**src/rtl/counter_down_mod.sv**
```systemverilog
// counter_down_mod
// ----------------
// Parametrised synchronous modulo-N down counter for the timer datapath.
// Instances chain through rco_L -> enablen to form multi-digit timers.
// For example, a seconds-units mod-10 stage can feed a seconds-tens mod-6 stage.
//
// Parameters:
//   WIDTH    bit width of in/count (2^WIDTH >= MODULUS)
//   MODULUS  count range 0..MODULUS-1 (2..2^WIDTH)
//   WRAP     1: wrap 0 -> MODULUS-1 on decrement, 0: hold at 0
//   CLAMP    out-of-range load: 0 = ignore and flag, 1 = load MODULUS-1 and flag
//
// Ports:
//   clk       in   rising-edge clock
//   rst       in   asynchronous active-low reset
//   enablen   in   active-low count enable (upstream rco_L when cascading)
//   load      in   synchronous parallel load, wins over enablen
//   in        in   parallel load value
//   count     out  registered count
//   rco_L     out  active-low borrow out, combinational
//   zero      out  count == 0
//   done      out  one-cycle pulse after an enabled 1 -> 0 decrement
//   load_err  out  one-cycle pulse after an out-of-range load
module counter_down_mod #(
  parameter int WIDTH   = 4,
  parameter int MODULUS = 6,
  parameter bit WRAP    = 1'b1,
  parameter bit CLAMP   = 1'b0
) (
  input  logic             clk,
  input  logic             rst,
  input  logic             enablen,
  input  logic             load,
  input  logic [WIDTH-1:0] in,
  output logic [WIDTH-1:0] count,
  output logic             rco_L,
  output logic             zero,
  output logic             done,
  output logic             load_err
);

  // One extra bit so that MODULUS == 2^WIDTH is still representable.
  localparam logic [WIDTH:0]   L_MOD = (WIDTH+1)'(MODULUS);
  localparam logic [WIDTH-1:0] L_MAX = WIDTH'(MODULUS - 1);

  logic [WIDTH-1:0] r_count;
  logic             r_done;
  logic             r_load_err;

  logic             w_zero;
  logic             w_in_legal;
  logic             w_count_en;
  logic [WIDTH-1:0] w_count_nxt;
  logic             w_done_nxt;
  logic             w_err_nxt;

  assign w_zero     = (r_count == '0);
  assign w_in_legal = ({1'b0, in} < L_MOD);
  assign w_count_en = ~load & ~enablen;

  always_comb begin
    w_count_nxt = r_count;
    w_done_nxt  = 1'b0;
    w_err_nxt   = 1'b0;
    if (load) begin
      w_err_nxt = ~w_in_legal;
      if (w_in_legal) begin
        w_count_nxt = in;
      end else if (CLAMP) begin
        w_count_nxt = L_MAX;
      end
    end else if (!enablen) begin
      if (!w_zero) begin
        w_count_nxt = r_count - WIDTH'(1);
        // Only a genuine 1 -> 0 step reports done; wraps and holds at 0 do not.
        w_done_nxt  = (r_count == WIDTH'(1));
      end else if (WRAP) begin
        w_count_nxt = L_MAX;
      end
    end
  end

  always_ff @(posedge clk or negedge rst) begin
    if (!rst) begin
      r_count    <= '0;
      r_done     <= 1'b0;
      r_load_err <= 1'b0;
    end else begin
      r_count    <= w_count_nxt;
      r_done     <= w_done_nxt;
      r_load_err <= w_err_nxt;
    end
  end

  // Borrow is held inactive during reset so a downstream stage never sees a
  // spurious enable while the chain is being cleared. In stop-at-zero mode it
  // still fires on every enabled cycle at 0; the top of a chain must be gated.
  assign rco_L    = ~(rst & w_count_en & w_zero);
  assign count    = r_count;
  assign zero     = w_zero;
  assign done     = r_done;
  assign load_err = r_load_err;

endmodule

```
**config.mk**
```make
export PLATFORM = sky130hd
export DESIGN_NAME = counter_down_mod
export DESIGN_NICKNAME = d
export VERILOG_FILES = /design/src/rtl/counter_down_mod.sv
export SDC_FILE = /design/constraint.sdc
export NUM_CORES = 1
export LEC_CHECK = 0
export CAP_MARGIN = 10
export CORE_AREA = 2 2 39 41
export CTS_CLUSTER_SIZE = 40
export DETAILED_ROUTE_END_ITERATION = 8
export DIE_AREA = 0 0 41 43
export SYNTH_ARGS = -nofsm -noshare
export SYNTH_HDL_FRONTEND = slang
export SYNTH_SLANG_ARGS = --single-unit
```
**constraint.sdc**
```tcl
create_clock -name clk -period 1.9 [get_ports clk]
set_clock_uncertainty 0.15 [all_clocks]
set_input_delay 0.285 -clock clk [delete_from_list [all_inputs] [get_ports clk]]
set_output_delay 0.285 -clock clk [all_outputs]
set_load 0.01 [all_outputs]
```
==> reports/qor.json, run 1 <==
{
  "total_power_density_per_cell_area": {"value": 806, "unit": "nW/um^2"},
  "initial_core_util": {"value": 23.2, "unit": "%"},
  "synth_fp_nets": {"value": 38},
  "port-buffer-count": {"value": 15},
  "grt.met2_usage": {"value": 15.0, "unit": "%"},
  "clk_latency": {"value": 240, "unit": "ps"},
  "post_synth_mux_area_share": {"value": 3.11, "unit": "%"},
  "cts_tree": {"value": "done"},
  "cts-htree-levels": {"value": 1},
  "synthDistinctLibCells": {"value": 20},
  "setup_total_negative_slack": {"value": 0, "unit": "ps"},
  "pwr-share-seq": {"value": 38.2, "unit": "%"},
  "intPower": {"value": 0.314, "unit": "mW"},
  "critPathMaxStageDelay": {"value": 450, "unit": "ps"},
  "power_switching": {"value": 0.128, "unit": "mW"},
  "postSynth.asyncResetShare": {"value": 100, "unit": "%"},
  "holdCritPathClass": {"value": "input port to async pin"},
  "critPathCaptureType": {"value": "output pin"},
  "crit_path_max_delay_family": {"value": "buffers and inverters"},
  "syn_to_final_growth": {"value": 70.4, "unit": "%"},
  "rows": {"value": 14},
  "grt.busiest_layer": {"value": "met2"},
  "timing.final.hold_violations": {"value": 0},
  "place_congestion": {"value": 0.754},
  "crit_type": {"value": "input port to output pin"},
  "vias_in_the_first_global_route": {"value": 287},
  "grt_util_met3": {"value": 3.14, "unit": "%"},
  "synth_seq_area_share": {"value": 46.7, "unit": "%"},
  "layout.filler_cells": {"value": 154},
  "firstDrtPassIters": {"value": 2},
  "fmax": {"value": 549, "unit": "MHz"},
  "clockRootBuffer": {"value": "sky130_fd_sc_hd__clkbuf_4"},
  "core_area": {"value": 1380, "unit": "um^2"},
  "remaining_drc_errors": {"value": 0},
  "total_of_endpoints_with_negative_setup_slack_in_the_final_report": {"value": 0},
  "share_comb_of_total_power": {"value": 36.2, "unit": "%"},
  "synth-xor-area-share": {"value": 0, "unit": "%"},
  "power.clock.fraction": {"value": 25.6, "unit": "%"},
  "worst_slew_pin_slew": {"value": 231, "unit": "ps"},
  "startpoint_type": {"value": "input port"},
  "track_usage": {"value": 10.5, "unit": "%"},
  "grt_setup_unrepaired": {"value": "no"},
  "clk_path_buf_depth": {"value": 2},
  "die_x": {"value": 41, "unit": "um"},
  "cp.arrival": {"value": 1390, "unit": "ps"},
  "timing.critical_path.buf_inv": {"value": 2},
  "grt_antenna_before_repair": {"value": 0},
  "worst_ep_required_time": {"value": 1460, "unit": "ps"},
  "synth-warning-count": {"value": 0},
  "timing.max_slew.rel_slack": {"value": 84.5, "unit": "%"},
  "grt_max_degree": {"value": 8},
  "synth_edf_count": {"value": 0},
  "crit_path_cell_chain": {"value": "clkdlybuf4s50_1 -> nor4_4 -> nand4_1 -> dlygate4sd2_1"},
  "cts.reportedPaths.clkPinSlew": {"value": 40, "unit": "ps"},
  "die_y": {"value": 43, "unit": "um"},
  "grt_first_pass_wirelength": {"value": 1180, "unit": "um"},
  "die_area": {"value": 1760, "unit": "um^2"},
  "boundaryPins": {"value": 16},
  "postLayoutCoreUtil": {"value": 39.6, "unit": "%"},
  "global_route.overflow_total": {"value": 0},
  "drtAntennaViolNets": {"value": 0},
  "synth_area_per_cell": {"value": 10.7, "unit": "um^2"},
  "num_vias": {"value": 313},
  "dp_hpwl": {"value": 604, "unit": "um"},
  "layout-drive-gt1-share": {"value": 26.4, "unit": "%"},
  "antenna-diode-count": {"value": 0},
  "worstPathMaxFanout": {"value": 2},
  "clock-sinks": {"value": 6},
  "nets": {"value": 63},
  "period_share": {"value": 95.8, "unit": "%"},
  "wirelength": {"value": 754, "unit": "um"},
  "cts_inserted_buffers": {"value": 3},
  "maximum_vdd_ir_drop": {"value": 0.252, "unit": "mV"},
  "yosys_register_bits": {"value": 6},
  "cp_slowest_cell": {"value": "sky130_fd_sc_hd__clkdlybuf4s50_1"},
  "swShare": {"value": 29.0, "unit": "%"},
  "slew_viol_final": {"value": 0},
  "synth_top_family_by_area": {"value": "simple AND/OR/NAND/NOR gates"},
  "mappedNetlistArea": {"value": 322, "unit": "um^2"},
  "post_synth_and_or_nand_nor_area_fraction": {"value": 24.5, "unit": "%"},
  "post_drt_wl_per_cell": {"value": 10.9, "unit": "um"},
  "synthAdderAreaFrac": {"value": 0, "unit": "%"},
  "detail_route.iter0.violations": {"value": 1},
  "number_of_maximum_capacitance_constraint_violations": {"value": 0},
  "fin_crit": {"value": 1820, "unit": "ps"},
  "synth_flop_cell": {"value": "sky130_fd_sc_hd__dfrtp_1"},
  "viasPerCell": {"value": 4.54},
  "static-leakage-power": {"value": 0.230, "unit": "nW"},
  "status": {"value": "finished clean"},
  "syn-instance-count": {"value": 30},
  "gr-usage-met1": {"value": 11.4, "unit": "%"},
  "synth-compound-area-share": {"value": 17.5, "unit": "%"}
}
## sequential cells by signal, summed over array words and instances (netlist names)
name      count
count         4
load_err      1
done          1
## cells by family after synthesis
family,Yosys count
buf+inv,5
simple gates,11
compound gates,7
mux,1
flops,6
## cell type report
class | count | area, um^2 | share of cell area [%]
multi-input combinational | 19 | 145 | 26.5
inverter | 4 | 15.0 | 2.74
sequential | 6 | 151 | 27.6
clock buffer | 3 | 22.5 | 4.11
tap | 16 | 20.0 | 3.65
timing repair buffer | 21 | 194 | 35.4
## path summary, 6_finish.rpt
kind,startpoint,to,slack [ps],cells after the start
min,rst,count[3],200,2
max reg2reg,count[0],count[2],560,4
max,load,rco_L,80,4
min reg2reg,count[3],count[3],410,2
min in group clk,count[3],count[3],410,2
max in group asynchronous,rst,count[0],1270,2
## per-layer routing
| layer | up-vias | share of wire (%) |
|---|---|---|
| li1 | 156 | - |
| met1 | 141 | 41 |
| met2 | 12 | 51 |
| met3 | 4 | 4.6 |
| met4 | 0 | 3.1 |
| met5 | - | 0 |
## metrics by stage
step | hold WS [ps] | setup WS (ps) | power [mW] | std cells | cell area [um^2]
after floorplan | -161 | 463 | 0.231 | 30 | 322
after global routing | 213 | 3.99 | 0.470 | 69 | 548
final | 204 | 79.8 | 0.442 | 69 | 548
after detailed placement | 403 | -128 | 0.332 | 66 | 526
after global placement | 394 | -123 | 0.332 | 66 | 526
after CTS | 202 | 56.9 | 0.446 | 69 | 547
## power by group through the flow
stage	sequential [mW]	combinational (mW)	clock, mW
after floorplan	0.178	0.0525	0
after global placement	0.168	0.164	0
after detailed placement	0.168	0.163	0
after CTS	0.168	0.160	0.118
after global routing	0.171	0.173	0.125
final	0.169	0.160	0.113
## synth_stat cells (all sizes together) (2+ instances only)
library cell	number	area share, %
a21oi	2	4.3
dfrtp	6	47
inv	4	4.7
nor3	3	4.7
## what timing repair did
action / CTS / global route
setup buffers: 0 / 0
pin swaps: 0 / 0
setup endpoints to repair: 2 / 1
gates resized for setup: 3 / 1
hold endpoints to repair: 0 / 0
hold buffers: 0 / 0
## worst register-to-register path, cell delays in order (launching register included)
cell	delay [ps]
sky130_fd_sc_hd__dfrtp_2	450
sky130_fd_sc_hd__nor4_4	290
sky130_fd_sc_hd__buf_4	170
sky130_fd_sc_hd__a21oi_1	70
sky130_fd_sc_hd__o31a_1	100
## cells in the final DEF, fill, tap and decap left out, types with 3 or more instances in the layout
cell	instances
sky130_fd_sc_hd__clkbuf_4	3
sky130_fd_sc_hd__dfrtp_1	5
sky130_fd_sc_hd__clkdlybuf4s50_1	13
sky130_fd_sc_hd__inv_1	4
sky130_fd_sc_hd__nor3_1	3
sky130_fd_sc_hd__buf_4	6
No activity file was read; power rests on OpenSTA's default activity.
==> run 2, diff against run 1 <==
Settings changed: CTS_CLUSTER_DIAMETER set to 50, GPL_TIMING_DRIVEN set to 0, PLACE_DENSITY set to 0.56.
==> reports/qor.json, run 2 (synthesis results as in run 1) <==
{
  "cts_hold_buffers": {"value": 0},
  "crit_type": {"value": "flip-flop to output pin"},
  "timing.final.hold_violations": {"value": 0},
  "critPathMaxStageDelay": {"value": 410, "unit": "ps"},
  "most_frequent_cells_in_the_layout": {"value": "sky130_fd_sc_hd__clkdlybuf4s50_1 (12), sky130_fd_sc_hd__dfrtp_1 (5), sky130_fd_sc_hd__inv_1 (4), sky130_fd_sc_hd__nor3_1 (3), sky130_fd_sc_hd__clkbuf_4 (3)"},
  "rows": {"value": 14},
  "holdCritPathClass": {"value": "input port to async pin"},
  "startpoint_type": {"value": "flip-flop"},
  "static-leakage-power": {"value": 0.217, "unit": "nW"},
  "core_area": {"value": 1380, "unit": "um^2"},
  "layout.filler_cells": {"value": 161},
  "fin_crit": {"value": 1810, "unit": "ps"},
  "regToRegSetupSlack": {"value": 410, "unit": "ps"},
  "grt_setup_unrepaired": {"value": "no"},
  "grt_first_pass_wirelength": {"value": 1200, "unit": "um"},
  "worst_ep_required_time": {"value": 1460, "unit": "ps"},
  "antenna-diode-count": {"value": 0},
  "port-buffer-count": {"value": 14},
  "remaining_drc_errors": {"value": 0},
  "total_power_density_per_cell_area": {"value": 811, "unit": "nW/um^2"},
  "firstDrtPassIters": {"value": 4},
  "vias_in_the_first_global_route": {"value": 277},
  "clock-sinks": {"value": 6},
  "timing.critical_path.buf_inv": {"value": 1},
  "clk_path_buf_depth": {"value": 2},
  "place_congestion": {"value": 0.765},
  "total_of_endpoints_with_negative_setup_slack_in_the_final_report": {"value": 0},
  "crit_path_cell_chain": {"value": "or2_2 -> nor3_1 -> dlygate4sd2_1"},
  "slew_viol_final": {"value": 0},
  "cts.reportedPaths.clkPinSlew": {"value": 40, "unit": "ps"},
  "worst_slew_pin_slew": {"value": 292, "unit": "ps"},
  "maximum_vdd_ir_drop": {"value": 0.175, "unit": "mV"},
  "r2r_start": {"value": "count[0]"},
  "worstPathMaxFanout": {"value": 5},
  "cp-startpoint": {"value": "count[2]"},
  "crit_path_max_delay_family": {"value": "simple AND/OR/NAND/NOR gates"},
  "wirelength": {"value": 695, "unit": "um"},
  "post_drt_wl_per_cell": {"value": 10.7, "unit": "um"},
  "cts-htree-levels": {"value": 1},
  "clockRootBuffer": {"value": "sky130_fd_sc_hd__clkbuf_4"},
  "critPathCaptureType": {"value": "output pin"},
  "status": {"value": "finished clean"},
  "viasPerCell": {"value": 4.46},
  "nets": {"value": 59},
  "cp_slowest_cell": {"value": "sky130_fd_sc_hd__dfrtp_1"},
  "die_x": {"value": 41, "unit": "um"},
  "postPlaceCellArea": {"value": 482, "unit": "um^2"},
  "track_usage": {"value": 10.1, "unit": "%"},
  "cts_tree": {"value": "done"},
  "num_vias": {"value": 290},
  "cp.arrival": {"value": 1380, "unit": "ps"},
  "syn_to_final_growth": {"value": 59.9, "unit": "%"},
  "number_of_maximum_capacitance_constraint_violations": {"value": 0},
  "final_cell_area": {"value": 514, "unit": "um^2"},
  "die_area": {"value": 1760, "unit": "um^2"},
  "initial_core_util": {"value": 23.2, "unit": "%"},
  "cts_inserted_buffers": {"value": 3},
  "detail_route.iter0.violations": {"value": 4},
  "totalPowerFinal": {"value": 0.417, "unit": "mW"},
  "die_y": {"value": 43, "unit": "um"},
  "fmax": {"value": 551, "unit": "MHz"},
  "grt_max_degree": {"value": 9},
  "grt_antenna_before_repair": {"value": 0},
  "period_share": {"value": 95.5, "unit": "%"},
  "timing.max_slew.rel_slack": {"value": 80.5, "unit": "%"},
  "clk_latency": {"value": 240, "unit": "ps"},
  "largest_reg_flops": {"value": 4},
  "layout-drive-gt1-share": {"value": 24.5, "unit": "%"},
  "drtAntennaViolNets": {"value": 0},
  "boundaryPins": {"value": 16},
  "mostFrequentLayoutCell": {"value": "sky130_fd_sc_hd__clkdlybuf4s50_1"},
  "global_route.overflow_total": {"value": 0}
}
## run 2: timing repair
item / in CTS / in global routing
pin swaps: 1 / 1
setup endpoints to repair: 2 / 1
endpoints found under the hold margin: 0 / 0
setup buffers: 1 / 1
gates resized for setup: 3 / 2
## run 2: through the flow
stage / setup slack [ps] / hold slack [ps] / instances / setup TNS, ps / utilization, %
3_5_place_dp: -230 / 388 / 60 / -230 / 34.8
2_1_floorplan: 463 / -161 / 30 / 0 / -
6_report: 85.6 / 148 / 65 / 0 / 37.2
5_1_grt: 15.3 / 163 / 65 / 0 / 37.2
3_3_place_gp: -213 / 381 / 60 / -213 / 34.8
4_1_cts: 44.3 / 149 / 64 / 0 / 36.9
## run 2: worst register-to-register path: cells and delay by family, from the launching register on
kind | cells | cell delay, ps
AO/OA/AOI/OAI | 2 | 170
buffers and inverters | 2 | 270
flip-flops | 1 | 450
AND/OR/NAND/NOR | 1 | 330
## run 2: worst paths after layout
check | end | depth (start not counted)
hold reg to reg | count[3] | 2
min in group clk | load_err | 2
max in group asynchronous | count[0] | 1
setup reg to reg | count[2] | 5
hold / removal | load_err | 1
setup / recovery | zero | 3
## run 2: per-layer routing
metal	track usage, %	wire length, um
met5	0	0
met4	8.00	0
met3	1.57	50
met2	14.4	330
met1	12.6	314
## run 2: final cells by class
class | instances | area (um^2) | area share [%]
flip-flops and latches | 6 | 151 | 29.4
repair buffers | 16 | 149 | 29.0
multi-input cells | 19 | 145 | 28.2
clock buffers | 3 | 22.5 | 4.38
well taps | 16 | 20.0 | 3.89
inverters | 4 | 15.0 | 2.92
plain buffers | 1 | 11.3 | 2.19
## run 2: power by group
part	internal [mW]	switching, mW	leakage [nW]	total (mW)
clock network	0.0710	0.0400	0.0138	0.111
registers	0.147	0.0270	0.0751	0.174
logic	0.0785	0.0542	0.128	0.133
